**src/rtl/imem_loader.sv**
```systemverilog
// Instruction-memory loader: assembles a length-prefixed big-endian byte stream into 32-bit
// words, writes them to instruction memory and holds the CPU until the program is in place.
module imem_loader #(
    parameter int unsigned DEPTH_WORDS = 256,
    parameter logic [31:0] BASE_ADDR   = 32'h0000_0000
) (
    input  logic        clk,
    input  logic        rst_n,
    input  logic        start,
    input  logic [7:0]  byte_in,
    input  logic        byte_valid,
    output logic        byte_ready,
    output logic        mem_we,
    output logic [31:0] mem_addr,
    output logic [31:0] mem_wdata,
    output logic        cpu_hold,
    output logic        done,
    output logic        error,
    output logic [31:0] word_count
);

    typedef enum logic [2:0] {StIdle, StLen, StData, StWrite, StDone, StErr} state_e;

    state_e      state_q;
    logic [1:0]  bcnt_q;
    logic [23:0] shift_q;
    logic [31:0] len_q;
    logic        byte_ready_q;
    logic        mem_we_q;
    logic [31:0] mem_addr_q;
    logic [31:0] mem_wdata_q;
    logic        cpu_hold_q;
    logic        done_q;
    logic        error_q;
    logic [31:0] word_count_q;

    logic        accept;
    logic [31:0] word_full;
    logic [31:0] count_inc;

    assign accept    = byte_valid && byte_ready_q;
    // Complete group as it will look once the current byte lands in bits[7:0].
    assign word_full = {shift_q, byte_in};
    assign count_inc = word_count_q + 32'd1;

    always_ff @(posedge clk or negedge rst_n) begin
        if (!rst_n) begin
            state_q      <= StIdle;
            bcnt_q       <= 2'd0;
            shift_q      <= 24'd0;
            len_q        <= 32'd0;
            byte_ready_q <= 1'b0;
            mem_we_q     <= 1'b0;
            mem_addr_q   <= BASE_ADDR;
            mem_wdata_q  <= 32'd0;
            cpu_hold_q   <= 1'b1;
            done_q       <= 1'b0;
            error_q      <= 1'b0;
            word_count_q <= 32'd0;
        end else begin
            mem_we_q <= 1'b0;
            unique case (state_q)
                StIdle: begin
                    if (start) begin
                        state_q      <= StLen;
                        byte_ready_q <= 1'b1;
                        bcnt_q       <= 2'd0;
                    end
                end
                StLen: begin
                    if (accept) begin
                        shift_q <= word_full[23:0];
                        bcnt_q  <= bcnt_q + 2'd1;
                        if (bcnt_q == 2'd3) begin
                            len_q <= word_full;
                            if (word_full == 32'd0) begin
                                state_q      <= StDone;
                                byte_ready_q <= 1'b0;
                                done_q       <= 1'b1;
                                cpu_hold_q   <= 1'b0;
                            end else if (word_full > DEPTH_WORDS) begin
                                state_q      <= StErr;
                                byte_ready_q <= 1'b0;
                                error_q      <= 1'b1;
                            end else begin
                                state_q <= StData;
                            end
                        end
                    end
                end
                StData: begin
                    if (accept) begin
                        shift_q <= word_full[23:0];
                        bcnt_q  <= bcnt_q + 2'd1;
                        if (bcnt_q == 2'd3) begin
                            state_q      <= StWrite;
                            byte_ready_q <= 1'b0;
                            mem_we_q     <= 1'b1;
                            mem_addr_q   <= BASE_ADDR + {word_count_q[29:0], 2'b00};
                            mem_wdata_q  <= word_full;
                        end
                    end
                end
                StWrite: begin
                    word_count_q <= count_inc;
                    if (count_inc == len_q) begin
                        state_q    <= StDone;
                        done_q     <= 1'b1;
                        cpu_hold_q <= 1'b0;
                    end else begin
                        state_q      <= StData;
                        byte_ready_q <= 1'b1;
                    end
                end
                StDone, StErr: begin
                    // Restart: a fresh session discards all status from the previous one.
                    if (start) begin
                        state_q      <= StLen;
                        byte_ready_q <= 1'b1;
                        bcnt_q       <= 2'd0;
                        done_q       <= 1'b0;
                        error_q      <= 1'b0;
                        cpu_hold_q   <= 1'b1;
                        word_count_q <= 32'd0;
                    end
                end
                default: begin
                    state_q      <= StIdle;
                    byte_ready_q <= 1'b0;
                end
            endcase
        end
    end

    assign byte_ready = byte_ready_q;
    assign mem_we     = mem_we_q;
    assign mem_addr   = mem_addr_q;
    assign mem_wdata  = mem_wdata_q;
    assign cpu_hold   = cpu_hold_q;
    assign done       = done_q;
    assign error      = error_q;
    assign word_count = word_count_q;

endmodule
```
**config.mk**
```make
export PLATFORM = sky130hd
export DESIGN_NAME = imem_loader
export DESIGN_NICKNAME = d
export VERILOG_FILES = /design/src/rtl/imem_loader.sv
export SDC_FILE = /design/constraint.sdc
export NUM_CORES = 1
export LEC_CHECK = 0
export CORE_MARGIN = 3
export CORE_UTILIZATION = 40
export DETAILED_ROUTE_END_ITERATION = 7
export PLACE_DENSITY = 0.58
export RECOVER_POWER = 25
export SLEW_MARGIN = 20
export SYNTH_ARGS = -nofsm -noshare
export SYNTH_HDL_FRONTEND = slang
export SYNTH_SLANG_ARGS = --single-unit
```
**constraint.sdc**
```tcl
create_clock -name clk -period 7.95 [get_ports clk]
set_input_delay 1.59 -clock clk [delete_from_list [all_inputs] [get_ports clk]]
set_output_delay 1.59 -clock clk [all_outputs]
set_load 0.05 [all_outputs]
```
==> metrics.md <==
| Metric | Value |
|---|---|
| Outcome | `finished, violations left` |
| Failing checks | `max-capacitance violations, max-slew violations` |
| Final min period | `slightly below 5 ns` |
| Worst vdd ir | `~0.00015 V` |
| Mux cell area share after synthesis | `8.33%` |
| Total GRT Usage | `around a fifth` |
| Pint | `between 1 and 1.5 mW` |
| CTS Buf Count | `17` |
| Async SR Flop Fraction | `100%` |
| Hold Path Class | `reg2reg` |
| Row count | `50` |
| Starting density of the core | `40.9%` |
| Switch share | `22.0%` |
| Die Y | `145 µm` |
| Mapped Area | `about 7700 µm²` |
| P_sw | `about 380 µW` |
| Final-report setup violation count | `0` |
| Place WS | `slightly below 4 ns` |
| Synth Area in Compound Gates | `under 10%` |
| Logic pwr share | `around 1.5%` |
| Number of global-route vias before repair | `roughly 6,000` |
| First-pass GRT wire length | `between 30,000 and 40,000 µm` |
| CP max FO | `100` |
| Largest net degree at the start of global routing | `101` |
| Diodes inserted | `0` |
| Vias per inst | `5.28` |
| WHS | `0.473 ns` |
| Design Area, Final | `~9600 µm²` |
| Largest family of logic cells by synthesized area | `simple AND/OR/NAND/NOR gates` |
| Clk pwr share | `between 50% and 60%` |
| Fillers | `roughly 1,700` |
| Die area | `20,900 µm²` |
| Leading area contributor after synthesis | `dfrtp_1` |
| Simple-gate portion of the synthesized area | `roughly 22%` |
| Gate Count Post-Synth | `around 800` |
| Setup TNS | `0 ns` |
| Chip width | `145 µm` |
| CP required | `7.76 ns` |
| Unrepaired setup endpoints after global routing | `false` |
| Final net count | `888` |
| Clock Skew | `around 0.0074 ns` |
| Maximum clock insertion buffer count | `2` |
| Share of the synthesized area in the top cell type | `around half` |
| Crit-path max cell delay | `roughly 2.4 ns` |
| Clk_lat worst skew | `around 0.43 ns` |
| Post-CTS Setup Repair Bufs | `0` |
| Area contributors post-synth | `dfrtp_1, nand2_1, mux2_2, xnor2_1, o21ai_0` |
| Layout cells sized above 1 | `13.3%` |
| Post-synth EDFFs | `0` |
| Yosys reg bits | `160` |
| GR Overflow Total | `0` |
| CP top delay family | `buffers and inverters` |
| YS warnings | `0` |
| Slew headroom | `-116%` |
| Final critical-path share of the clock period | `about three fifths` |
| Post-DRT Antenna Nets | `0` |
| Min-delay src | `mem_addr[13]$_DFFE_PN0P_` |
| Worst flop-to-flop path startpoint | `word_count[0]$_DFFE_PN0P_` |
| Total power after layout | `1.70 mW` |
| Final HPWL DP | `about 13,000 µm` |
| Final Max Slew Viols | `between 90 and 100` |
| Synth-to-layout area growth | `24.6%` |
| WP buf/inv | `2` |
| Cell Chain, Critical Path | `buf_6 -> clkbuf_1` |
| Post-Synth Adder-Cell Area | `less than 1%` |
| Max cap viols | `2` |
| Final wirelength | `roughly 20,000 µm` |
| CTS Hold Buffers Added | `0` |
| Pwr Density | `~180 nW/µm²` |
| Final Util | `between 50% and 60%` |
| Final Hold Viols | `0` |
| Critical path startpoint | `rst_n` |
| Clock sink count | `160` |
| Crit path DAT | `roughly 4.7 ns` |
| FF-to-FF setup slack | `4.14 ns` |
| Leak Pwr | `roughly 4.3 nW` |
| Startpoint Class | `input port` |
| I/O pin count | `113` |
| # resized after CTS | `0` |
| Critical path type | `in2async` |
| Post-Synth XOR/XNOR Area | `5.69%` |
| Worst setup margin | `around 3.0 ns` |
| Worst path slowest cell | `clkbuf_1` |
| Post-DP Area | `8970 µm²` |
| Port Buf Inserts | `between 100 and 150` |
| Core area | `around 19,000 µm²` |
| Worst slew pin tran | `around 3.2 ns` |
| Worst setup EP type | `async pin` |
| Non-Filler Instances | `~1,100` |
| Iter 0 DRT Violations | `427` |
| Synth cell types | `66` |
| Vias | `between 6,000 and 7,000` |
| Placer congestion estimate | `roughly 0.85` |
| Sequential share of power | `47.8%` |
| Max Fclk | `a little over 0.2 GHz` |
| First-pass iteration count of the detailed router | `5` |
| Syn_area_per_cell | `9.75 µm²` |
| Drc violations | `0` |
| Drt wl/cell | `~17 µm` |
| Main synth FF type | `dfrtp_1` |
| Initial antenna violation count | `0` |
| # H-tree levels | `4` |
| Clock slew at reported path FFs | `approximately 0.060 ns` |
| Register area share after synthesis | `a little over half` |
| CTS tree | `yes` |
| Clk root buf | `clkbuf_16` |
| Dpl cells | `about 1,100` |
[per-layer routing]
metal	vias up	share of wire, %	global-route usage [%]
li1	2895	-	-
met1	2953	49	29.1
met2	169	45	30.0
met3	32	3.6	3.42
met4	0	2.3	7.36
met5	-	0	0
[cells by family after synthesis]
kind of cell | count (synthesis)
xor gates and xnor gates | 50
other | 1
and+or+nand+nor | 354
AOI/OAI and AO/OA | 108
DFF | 160
muxes | 57
adders and majority gates | 2
buffers and inverters | 57
[cells in the mapped netlist (2+ instances only)]
cell      count
nand2b_1      3
nand3_1      16
nand2_1     218
o21ai_0      48
or2_2         2
buf_1         5
a21o_1        3
a22o_1        3
nand4_1      16
xor2_1       18
ha_1          2
and2_1        6
o31ai_1      14
nor4_1       15
or3_1         2
mux2_2       56
and4_1        5
clkbuf_2      2
inv_1         5
and3_2        2
a21oi_1      16
nor3_1       11
a211o_1       2
nor2b_1       2
or4_1         3
nor2_1       28
and3_1        6
o211ai_1      2
xnor2_1      32
buf_4         2
buf_2        15
a31oi_1       8
dfrtp_1     159
nand4_2       3
nor3b_1       2
clkbuf_1     27
[registers in the layout (all words and copies together), names as in the netlist]
name,cells
done,1
word_count,32
error,1
mem_we,1
cpu_hold,1
len_q,32
shift_q,24
byte_ready,1
bcnt_q,2
mem_wdata,32
state_q,3
mem_addr,30
[worst paths after layout]
kind / end / cells past startpoint
setup reg to reg: byte_ready$_DFFE_PN0P_ / 9
setup / recovery: mem_addr[16]$_DFFE_PN0P_ / 2
min in group asynchronous: mem_wdata[3]$_DFFE_PN0P_ / 1
hold / removal: mem_addr[13]$_DFFE_PN0P_ / 2
hold reg to reg: mem_addr[13]$_DFFE_PN0P_ / 2
max in group clk: done$_DFFE_PN0P_ / 6
[power by group through the flow]
stage / registers, mW / logic, mW / clock network (mW)
2_1_floorplan: 0.829 / 0.00324 / 0
3_3_place_gp: 0.829 / 0.0276 / 0
3_5_place_dp: 0.829 / 0.0280 / 0
4_1_cts: 0.814 / 0.0280 / 0.875
5_1_grt: 0.813 / 0.0304 / 0.916
6_report: 0.814 / 0.0262 / 0.862
[final cells by class]
cell class / count / area, µm² / area share [%]
Clock buffer: 18 / 439 / 4.58
Inverter: 6 / 22.5 / 0.235
Tap cell: 260 / 325 / 3.39
Multi-Input combinational cell: 573 / 3480 / 36.3
Timing Repair Buffer: 116 / 1140 / 11.9
Clock inverter: 13 / 178 / 1.85
Sequential cell: 160 / 4010 / 41.8
[cells in the final DEF (no fill, tap or decap), types with 15 or more instances in the layout]
cell	n
dfrtp_1	159
xor2_1	18
o21ai_0	48
nand3_1	15
mux2_2	56
nor4_1	15
nand2_1	218
clkdlybuf4s50_1	109
nor2_1	26
xnor2_1	32
a21oi_1	16
nand4_1	16
clkbuf_16	17
No activity file was read; power rests on OpenSTA's default activity.
